[config.mk]
export PLATFORM = sky130hd
export DESIGN_NAME = alu
export DESIGN_NICKNAME = d
export VERILOG_FILES = /design/src/rtl/alu_pkg.sv /design/src/rtl/alu_addsub.sv /design/src/rtl/alu.sv
export SDC_FILE = /design/constraint.sdc
export NUM_CORES = 1
export LEC_CHECK = 0
export CAP_MARGIN = 40
export CORE_MARGIN = 4
export CORE_UTILIZATION = 50
export DETAILED_ROUTE_END_ITERATION = 10
export GPL_ROUTABILITY_DRIVEN = 0
export HOLD_SLACK_MARGIN = 0.08
export PLACE_DENSITY = 0.78
export SLEW_MARGIN = 25
export SYNTH_ARGS = -nofsm -noshare
export SYNTH_HDL_FRONTEND = slang
export SYNTH_SLANG_ARGS = --single-unit
[constraint.sdc]
create_clock -name clk_i -period 5.2 [get_ports clk_i]
set_input_delay 1.04 -clock clk_i [delete_from_list [all_inputs] [get_ports clk_i]]
set_output_delay 1.04 -clock clk_i [all_outputs]
set_load 0.01 [all_outputs]
[src/rtl/alu_pkg.sv]
// Shared definitions for the A09 ALU: function codes and status flag bit positions.
package alu_pkg;

  typedef enum logic [3:0] {
    ALU_ADD  = 4'd0,
    ALU_SUB  = 4'd1,
    ALU_AND  = 4'd2,
    ALU_OR   = 4'd3,
    ALU_XOR  = 4'd4,
    ALU_NOT  = 4'd5,
    ALU_SHL  = 4'd6,
    ALU_SHR  = 4'd7,
    ALU_ASR  = 4'd8,
    ALU_ROL  = 4'd9,
    ALU_ROR  = 4'd10,
    ALU_ADC  = 4'd11,
    ALU_SBC  = 4'd12,
    ALU_CMP  = 4'd13,
    ALU_MOVB = 4'd14,
    ALU_NOP  = 4'd15
  } alu_op_e;

  localparam int FLAG_Z = 0;
  localparam int FLAG_C = 1;
  localparam int FLAG_N = 2;
  localparam int FLAG_V = 3;

endpackage

[src/rtl/alu_addsub.sv]
// Shared adder/subtractor. Subtraction is A + ~B + cin; the caller picks cin
// (1 for SUB/CMP, ~C for SBC) and turns carry-out into borrow.
module alu_addsub #(
  parameter int DataWidth = 16
) (
  input  logic [DataWidth-1:0] a_i,
  input  logic [DataWidth-1:0] b_i,
  input  logic                 sub_i,
  input  logic                 cin_i,
  output logic [DataWidth-1:0] sum_o,
  output logic                 cout_o,
  output logic                 ovf_o
);

  localparam int Msb = DataWidth - 1;

  logic [DataWidth-1:0] b_eff;
  logic [DataWidth:0]   sum_ext;

  assign b_eff   = sub_i ? ~b_i : b_i;
  assign sum_ext = {1'b0, a_i} + {1'b0, b_eff} + {{DataWidth{1'b0}}, cin_i};
  assign sum_o   = sum_ext[Msb:0];
  assign cout_o  = sum_ext[DataWidth];
  // With B already inverted for subtraction, one overflow rule covers both.
  assign ovf_o   = (a_i[Msb] == b_eff[Msb]) && (sum_ext[Msb] != a_i[Msb]);

endmodule

[src/rtl/alu.sv]
// Registered A09 ALU: function mux and flag update, result and flags one clock later.
module alu
  import alu_pkg::*;
#(
  parameter int DataWidth = 16
) (
  input  logic                 clk_i,
  input  logic                 reset_i,
  input  logic [3:0]           flags_i,
  input  logic [DataWidth-1:0] a_i,
  input  logic [DataWidth-1:0] b_i,
  input  logic [3:0]           func_op_i,
  output logic [DataWidth-1:0] y_o,
  output logic [3:0]           flags_o
);

  localparam int Msb = DataWidth - 1;

  alu_op_e              op;
  logic                 c_in;
  logic                 as_sub, as_cin, as_cout, as_ovf;
  logic [DataWidth-1:0] as_sum;
  logic [DataWidth-1:0] y_d, y_q, zn_src;
  logic [3:0]           flags_d, flags_q;
  logic                 c_d, v_d;

  assign op   = alu_op_e'(func_op_i);
  assign c_in = flags_i[FLAG_C];

  always_comb begin
    as_sub = 1'b0;
    as_cin = 1'b0;
    unique case (op)
      ALU_ADC:          as_cin = c_in;
      ALU_SUB, ALU_CMP: begin as_sub = 1'b1; as_cin = 1'b1;  end
      ALU_SBC:          begin as_sub = 1'b1; as_cin = ~c_in; end
      default:          ;
    endcase
  end

  alu_addsub #(.DataWidth(DataWidth)) u_addsub (
    .a_i    (a_i),
    .b_i    (b_i),
    .sub_i  (as_sub),
    .cin_i  (as_cin),
    .sum_o  (as_sum),
    .cout_o (as_cout),
    .ovf_o  (as_ovf)
  );

  always_comb begin
    y_d = a_i;
    c_d = c_in;
    v_d = flags_i[FLAG_V];
    unique case (op)
      ALU_ADD, ALU_ADC: begin y_d = as_sum; c_d = as_cout;  v_d = as_ovf; end
      ALU_SUB, ALU_SBC: begin y_d = as_sum; c_d = ~as_cout; v_d = as_ovf; end
      ALU_CMP:          begin y_d = a_i;    c_d = ~as_cout; v_d = as_ovf; end
      ALU_AND:  y_d = a_i & b_i;
      ALU_OR:   y_d = a_i | b_i;
      ALU_XOR:  y_d = a_i ^ b_i;
      ALU_NOT:  y_d = ~a_i;
      ALU_SHL:  begin y_d = {a_i[Msb-1:0], 1'b0};     c_d = a_i[Msb]; end
      ALU_SHR:  begin y_d = {1'b0, a_i[Msb:1]};       c_d = a_i[0];   end
      ALU_ASR:  begin y_d = {a_i[Msb], a_i[Msb:1]};   c_d = a_i[0];   end
      ALU_ROL:  begin y_d = {a_i[Msb-1:0], c_in};     c_d = a_i[Msb]; end
      ALU_ROR:  begin y_d = {c_in, a_i[Msb:1]};       c_d = a_i[0];   end
      ALU_MOVB: y_d = b_i;
      ALU_NOP:  y_d = a_i;
      default:  ;
    endcase

    // CMP returns A but reports Z/N of the difference.
    zn_src = (op == ALU_CMP) ? as_sum : y_d;

    flags_d         = 4'b0000;
    flags_d[FLAG_Z] = (zn_src == '0);
    flags_d[FLAG_N] = zn_src[Msb];
    flags_d[FLAG_C] = c_d;
    flags_d[FLAG_V] = v_d;
    if (op == ALU_NOP) flags_d = flags_i;
  end

  always_ff @(posedge clk_i) begin
    if (reset_i) begin
      y_q     <= '0;
      flags_q <= 4'b0000;
    end else begin
      y_q     <= y_d;
      flags_q <= flags_d;
    end
  end

  assign y_o     = y_q;
  assign flags_o = flags_q;

endmodule

==> impl_metrics.yaml, run 1 <==
routing:
  wl_per_cell_um: 19.51
  first_pass_iters: 6
  residual_drc: 0
  drtAntennaViolNets: 0
  vias_per_cell: 6.669
  drt_iter0_drc: 707
  detail_route.wirelength_mm: 12.98
  detailroute.via_count: 4435
setup_path:
  critical-path-max-stage-delay_ns: 0.50
  crit_path_cell_trace: "clkdlybuf4s50_1 -> or3b_2 -> a21oi_2 -> buf_4 -> xnor2_1 -> inv_1 -> fa_1 -> nand2b_1 -> a211oi_2 -> o21ai_0 -> mux2i_1 -> a2111oi_1 -> o2111a_1 -> a21o_1 -> a31o_1"
  critical_path.n_buffers_inverters: 3
  crit_path_max_fanout: 15
  worst_path_arrival_ns: 5.12
  worst_setup_path_end_kind: "flop"
  element_type_at_the_critical_path_start: "input pin"
  critPathKind: "in -> reg"
  required_ns: 5.40
  startpoint: "func_op_i[0]"
  crit_slowest_cell: "sky130_fd_sc_hd__a2111oi_1"
  crit_family: "compound AO/OA/AOI/OAI gates"
placement:
  place.detailed.hpwl_mm: 9.965
  io_buffer_count: 61
  pre_cts_setup_slack_ns: 0.002265
floorplanning:
  design.core.area_mm2: 0.007331
  die-width_um: 95.18
  die_area_mm2: 0.009058
  core.rowCount: 31
  num_ports: 62
  initial_utilization_pct: 51.83
  die_y_um: 95.18
logic_synthesis:
  seq_area_frac_synth_pct: 10.54
  synth-warning-count: 0
  postSynth.topFlopCell: "sky130_fd_sc_hd__dfxtp_1"
  synth_area_per_cell_um2: 7.480
  synth_commonest_cells: "sky130_fd_sc_hd__inv_1, sky130_fd_sc_hd__ha_1, sky130_fd_sc_hd__nand2_1"
  synthMostInstantiatedCell: "sky130_fd_sc_hd__inv_1"
  yosys-top-cells-area: "sky130_fd_sc_hd__ha_1, sky130_fd_sc_hd__dfxtp_1, sky130_fd_sc_hd__xnor2_1"
  synth_enable_flop_cells: 0
  synthesis.area_mm2: 0.003800
  netlist-cell-type-count: 80
  syn_nets: 599
  synth.largest_area_cell: "sky130_fd_sc_hd__ha_1"
  postSynthRegisterBits: 20
  yosysTopAreaCellShare_pct: 15.48
  postSynthCellCount: 508
  synth_async_sr_flop_share_pct: 0
grt:
  antenna_found_initial: 0
  grt_pass1_vias: 4008
  grt_max_degree: 39
  grt_first_pass_wirelength_mm: 20.32
  grt_util_all_layers_pct: 28.43
  globalRoute.totalOverflow: 0
timing:
  max_freq_mhz: 203.1
  final_max_slew_violation_count: 0
  fin_crit_sh_pct: 94.69
  final_hold_viol_count: 0
  setup_ws_ns: 0.2760
  tns_ns: 0
  max_slew_margin_pct: 37.97
  unrepaired_setup_endpoints_after_global_routing: "false"
  period_minus_slack_ns: 4.924
  tightest_slew_ns: 0.9287
  report.final.setup_viol: 0
clocking:
  clock_slew_at_the_register_clock_pins_of_the_worst_setup_and_hold_paths_ns: 0.07
  clock_tree.buffer_depth: 2
  cts_num_sinks: 20
  cts.repair_timing.setup_buffer_count: 0
  total_cts_buffers: 3
  postCtsResizedCells: 0
  htree_num_levels: 1
  cts_hold_buffers: 0
  clk_root_buffer_cell: "sky130_fd_sc_hd__clkbuf_8"
  tritoncts: "done"
finish:
  drive_gt1_share_pct: 9.187
  antennaDiodeCount: 0
  layout.nets: 658
  fillerInstances: 611
  layout-area-overhead-vs-synth_pct: 20.65
worst_hold_path:
  min_from: "flags_i[3]"
  worst_hold_path_type: "in -> reg"
  worstHoldPathCells: 3
  min_delay_worst_endpoint: "flags_o[3]"
pwr:
  leakagePower_uw: 0.001937
  power.internal_uw: 468.5
  power_per_cell_area_mw_per_mm2: 178.5
  pwr-share-seq_pct: 21.3
  sw_frac_of_total_pct: 42.74
  combinationalPowerShare_pct: 65.1
  power.net_switching_uw: 349.7
  clock_power_share_pct: 13.7
  vdd_ir_drop_max_uv: 77.44
status:
  status: "completed"
flow_run:
  timing.max_cap.violations: 0
metrics by stage:
step / power (uW) / hold WS (ns) / instances / cell area [um^2] / util (%)
detailed placement: 690.2 / 1.602 / 661 / 4518 / 61.63
global placement: 681.1 / 1.596 / 661 / 4518 / 61.63
finish: 818.2 / 1.336 / 665 / 4584 / 62.54
floorplan: 515.9 / 1.176 / 508 / 3800 / -
CTS: 803.4 / 1.335 / 665 / 4573 / 62.38
global route: 868.8 / 1.369 / 665 / 4584 / 62.54
worst min-delay path, stage by stage:
cell	delay, ns
sky130_fd_sc_hd__clkdlybuf4s50_1	0.40
sky130_fd_sc_hd__nand2_1	0.06
sky130_fd_sc_hd__a21oi_1	0.05
metal layers:
layer	track usage [%]	wire length (um)
met4	14.42	607
met2	43.85	5558
met5	0	0
met1	37.24	5131
met3	5.919	1681
power by group through the flow:
stage | combinational [uW] | sequential [uW] | clock (uW)
2_1_floorplan | 329 | 187 | 0
3_5_place_dp | 512 | 178 | 0
3_3_place_gp | 504 | 177 | 0
5_1_grt | 574 | 175 | 119
4_1_cts | 515 | 174 | 115
6_report | 532 | 174 | 112
logic make-up after synthesis:
family / share of synthesized area [%]
compound gates: 33.16
xor+xnor: 6.454
fa+ha+maj: 16.53
buf+inv: 9.713
flops: 10.54
mux: 1.877
simple gates: 21.73
placed cells by master (no fill, tap or decap), types with 3 or more instances in the layout:
cell                              synthesis  final
sky130_fd_sc_hd__a21oi_1                 29     29
sky130_fd_sc_hd__nor3_1                  20     20
sky130_fd_sc_hd__xor2_1                   3      3
sky130_fd_sc_hd__or3_1                    4      4
sky130_fd_sc_hd__clkdlybuf4s50_1          0     61
sky130_fd_sc_hd__o22ai_1                 12     12
sky130_fd_sc_hd__nand3_1                 12     12
sky130_fd_sc_hd__dfxtp_1                 20     20
sky130_fd_sc_hd__o221ai_1                 3      3
sky130_fd_sc_hd__o211ai_1                 8      8
sky130_fd_sc_hd__a21o_1                   4      4
sky130_fd_sc_hd__clkbuf_8                 0      4
sky130_fd_sc_hd__buf_4                    6     22
sky130_fd_sc_hd__a31oi_1                  7      7
sky130_fd_sc_hd__mux2i_1                  6      6
sky130_fd_sc_hd__and2_1                   3      3
sky130_fd_sc_hd__ha_1                    47     47
sky130_fd_sc_hd__a22oi_1                 12     12
sky130_fd_sc_hd__nand2b_1                 9      9
sky130_fd_sc_hd__a211oi_2                 3      3
sky130_fd_sc_hd__a211o_1                  4      4
sky130_fd_sc_hd__a221oi_1                 9      8
sky130_fd_sc_hd__nor2_1                  36     36
sky130_fd_sc_hd__inv_1                   48     48
sky130_fd_sc_hd__o21ai_0                 19     19
sky130_fd_sc_hd__a222oi_1                 9      9
sky130_fd_sc_hd__a22o_1                   3      3
sky130_fd_sc_hd__nor2b_1                 10     10
sky130_fd_sc_hd__o32ai_1                  7      7
sky130_fd_sc_hd__nand2_1                 38     38
sky130_fd_sc_hd__nand4_1                  4      4
sky130_fd_sc_hd__a211oi_1                 4      4
sky130_fd_sc_hd__nor3b_1                  4      4
sky130_fd_sc_hd__xnor2_1                 25     25
registers in the layout (all words and copies together), names as in the netlist:
signal,count
y_o,16
flags_o,4
worst max-delay path by stage:
stage / endpoint / slack [ns] / cells past startpoint
after global placement: flags_o[0] / 0.05 / 15
after global routing: flags_o[0] / 0.09 / 15
after floorplan: flags_o[0] / 0.25 / 17
after detailed placement: flags_o[0] / 0.002 / 15
final: flags_o[0] / 0.28 / 15
after CTS: flags_o[0] / 0.27 / 15
layout make-up:
| type | count | area, um^2 | area share, % |
|---|---|---|---|
| Clock buffer | 4 | 55.05 | 1.201 |
| Inverter | 48 | 180.2 | 3.930 |
| Multi-Input combinational cell | 410 | 3038 | 66.27 |
| Sequential cell | 20 | 400.4 | 8.734 |
| Tap cell | 99 | 123.9 | 2.702 |
| Timing Repair Buffer | 84 | 787.0 | 17.17 |
(Power assumes the default switching activity.)
==> run 2: changes to the inputs <==
HOLD_SLACK_MARGIN = 0.12   (was 0.08)
==> results of run 2 <==
Final layout, timing and power as in run 1 (identical DEF).
==> RTL change, RTL diff (flow settings as in run 1) <==
Register the inputs `flags_i`, `b_i` and `func_op_i` before use. The logic sees them one clock later. The other inputs are not delayed to match.
--- a/src/rtl/alu.sv
+++ b/src/rtl/alu.sv
@@ -18,2 +18,12 @@
 
+  logic [3:0] flags_r;
+  logic [DataWidth-1:0] b_q;
+  logic [3:0] func_op_q;
+
+  always_ff @(posedge clk_i) begin
+    flags_r   <= flags_i;
+    b_q       <= b_i;
+    func_op_q <= func_op_i;
+  end
+
   alu_op_e              op;
@@ -26,4 +36,4 @@
 
-  assign op   = alu_op_e'(func_op_i);
-  assign c_in = flags_i[FLAG_C];
+  assign op   = alu_op_e'(func_op_q);
+  assign c_in = flags_r[FLAG_C];
 
@@ -42,3 +52,3 @@
     .a_i    (a_i),
-    .b_i    (b_i),
+    .b_i    (b_q),
     .sub_i  (as_sub),
@@ -53,3 +63,3 @@
     c_d = c_in;
-    v_d = flags_i[FLAG_V];
+    v_d = flags_r[FLAG_V];
     unique case (op)
@@ -58,5 +68,5 @@
       ALU_CMP:          begin y_d = a_i;    c_d = ~as_cout; v_d = as_ovf; end
-      ALU_AND:  y_d = a_i & b_i;
-      ALU_OR:   y_d = a_i | b_i;
-      ALU_XOR:  y_d = a_i ^ b_i;
+      ALU_AND:  y_d = a_i & b_q;
+      ALU_OR:   y_d = a_i | b_q;
+      ALU_XOR:  y_d = a_i ^ b_q;
       ALU_NOT:  y_d = ~a_i;
@@ -67,3 +77,3 @@
       ALU_ROR:  begin y_d = {c_in, a_i[Msb:1]};       c_d = a_i[0];   end
-      ALU_MOVB: y_d = b_i;
+      ALU_MOVB: y_d = b_q;
       ALU_NOP:  y_d = a_i;
@@ -80,3 +90,3 @@
     flags_d[FLAG_V] = v_d;
-    if (op == ALU_NOP) flags_d = flags_i;
+    if (op == ALU_NOP) flags_d = flags_r;
   end
Check against the original RTL: not equivalent (Yosys sat finds a counterexample within 4 cycles, from zero or initial values and one cycle with reset_i high).
==> RTL change against run 1 <==
- area after synthesis increased by 10%
- core utilization decreased by 1.5 points
- clock power increased by 140%
- setup slack improved by 0.31 ns
- cell area increased by 8.9%
- power increased by 41%
- critical path type is now register to register
- wire length increased by 4.7%
- largest cell class unchanged
- sequential cell count increased by 24
==> RTL change: results (changes against run 1) <==
Synth Area in Compound Gates: 0.285 (-0.0462)
NonClk Buf Share: 0.139 (-0.0328)
Multi-input gate share of total cell area: 0.604 (-0.0583)
Synth area leaders: dfxtp_1 21%, ha_1 14%, xnor2_1 5.4%
Data arrival, critical path: 4.87 ns (-0.25 ns)
Sequential-to-total area share from yosys stat: 0.210 (+0.105)
Avg Cell Area, Syn: 7.77 um2 (+3.9%)
Psw: 431 uW (+23%)
GR Util met3: 0.0680 (+0.00883)
Mapped Nets: 631 (+5.3%)
Nonclk buf count: 72 (-14%)
Cell count after placement: 687 (+3.9%)
Global-route usage over all layers: 0.264 (-0.0202)
Leakage: 2.08 nW (+7.6%)
Outcome: finished clean
Comb_multi_in: 424 (+3.4%)
Clock buffer count in the final layout: 6 (+2)
M1 GR Usage: 0.339 (-0.0335)
Final nets: 681 (+3.5%)
Global-route wire length before repair: 21,100 um (+3.8%)
Clk pin slew, worst setup/hold paths: 0.09 ns (+0.02 ns)
Iteration-0 DRC Markers: 741 (+4.8%)
# fillers: 715 (+17%)
Post-Route WL: 13,600 um (+4.7%)
Layout Utilization: 0.610 (-0.0149)
Non-clock inverter count in the final layout: 43 (-10%)
Grt met2 use: 0.412 (-0.0268)
Fraction of layout instances using a drive strength above 1: 0.0541 (-0.0377)
Final std cells w/o fill: 696 (+4.7%)
Count of cell types in the netlist: 71 (-11%)
Clock network area share: 0.0216 (+0.00955)
Mux cell area share after synthesis: 0.0298 (+0.0110)
Synth cell count leaders: 50 x nor2_1, 47 x ha_1, 44 x dfxtp_1
Detailed-route via count: 4,572 (+3.1%)
Setup WS pre-CTS: 0.734 ns (+0.732 ns)
Synth Area in XOR/XNOR: 0.0647 (+0.000161)
==> RTL change: cell types whose count changed after synthesis, moves of 7 or more <==
cell,change
clkbuf_1,+7
a32oi_1,+8
o21ai_0,+7
a222oi_1,-7
dfxtp_1,+24
nor2_1,+14
==> RTL change: metal layers <==
metal,part of all wire,vias up
met5,0,-
met4,0.046,0
met3,0.14,88
met2,0.43,394
met1,0.38,2026
li1,-,2064
==> RTL change: worst paths after layout <==
check	from	endpoint	slack [ns]	cells after the start
worst max register to register	func_op_q[0]	flags_o[0]	0.59	15
worst max-delay path	func_op_q[0]	flags_o[0]	0.59	15
worst min-delay path	flags_r[3]	flags_o[3]	0.44	2
worst min register to register	flags_r[3]	flags_o[3]	0.44	2
==> RTL change: power by group through the flow <==
stage	registers, mW	logic, mW	clock network (mW)
floorplan	0.390	0.318	0
global placement	0.388	0.475	0
detailed placement	0.388	0.484	0
CTS	0.380	0.488	0.274
global route	0.384	0.542	0.283
finish	0.381	0.506	0.268
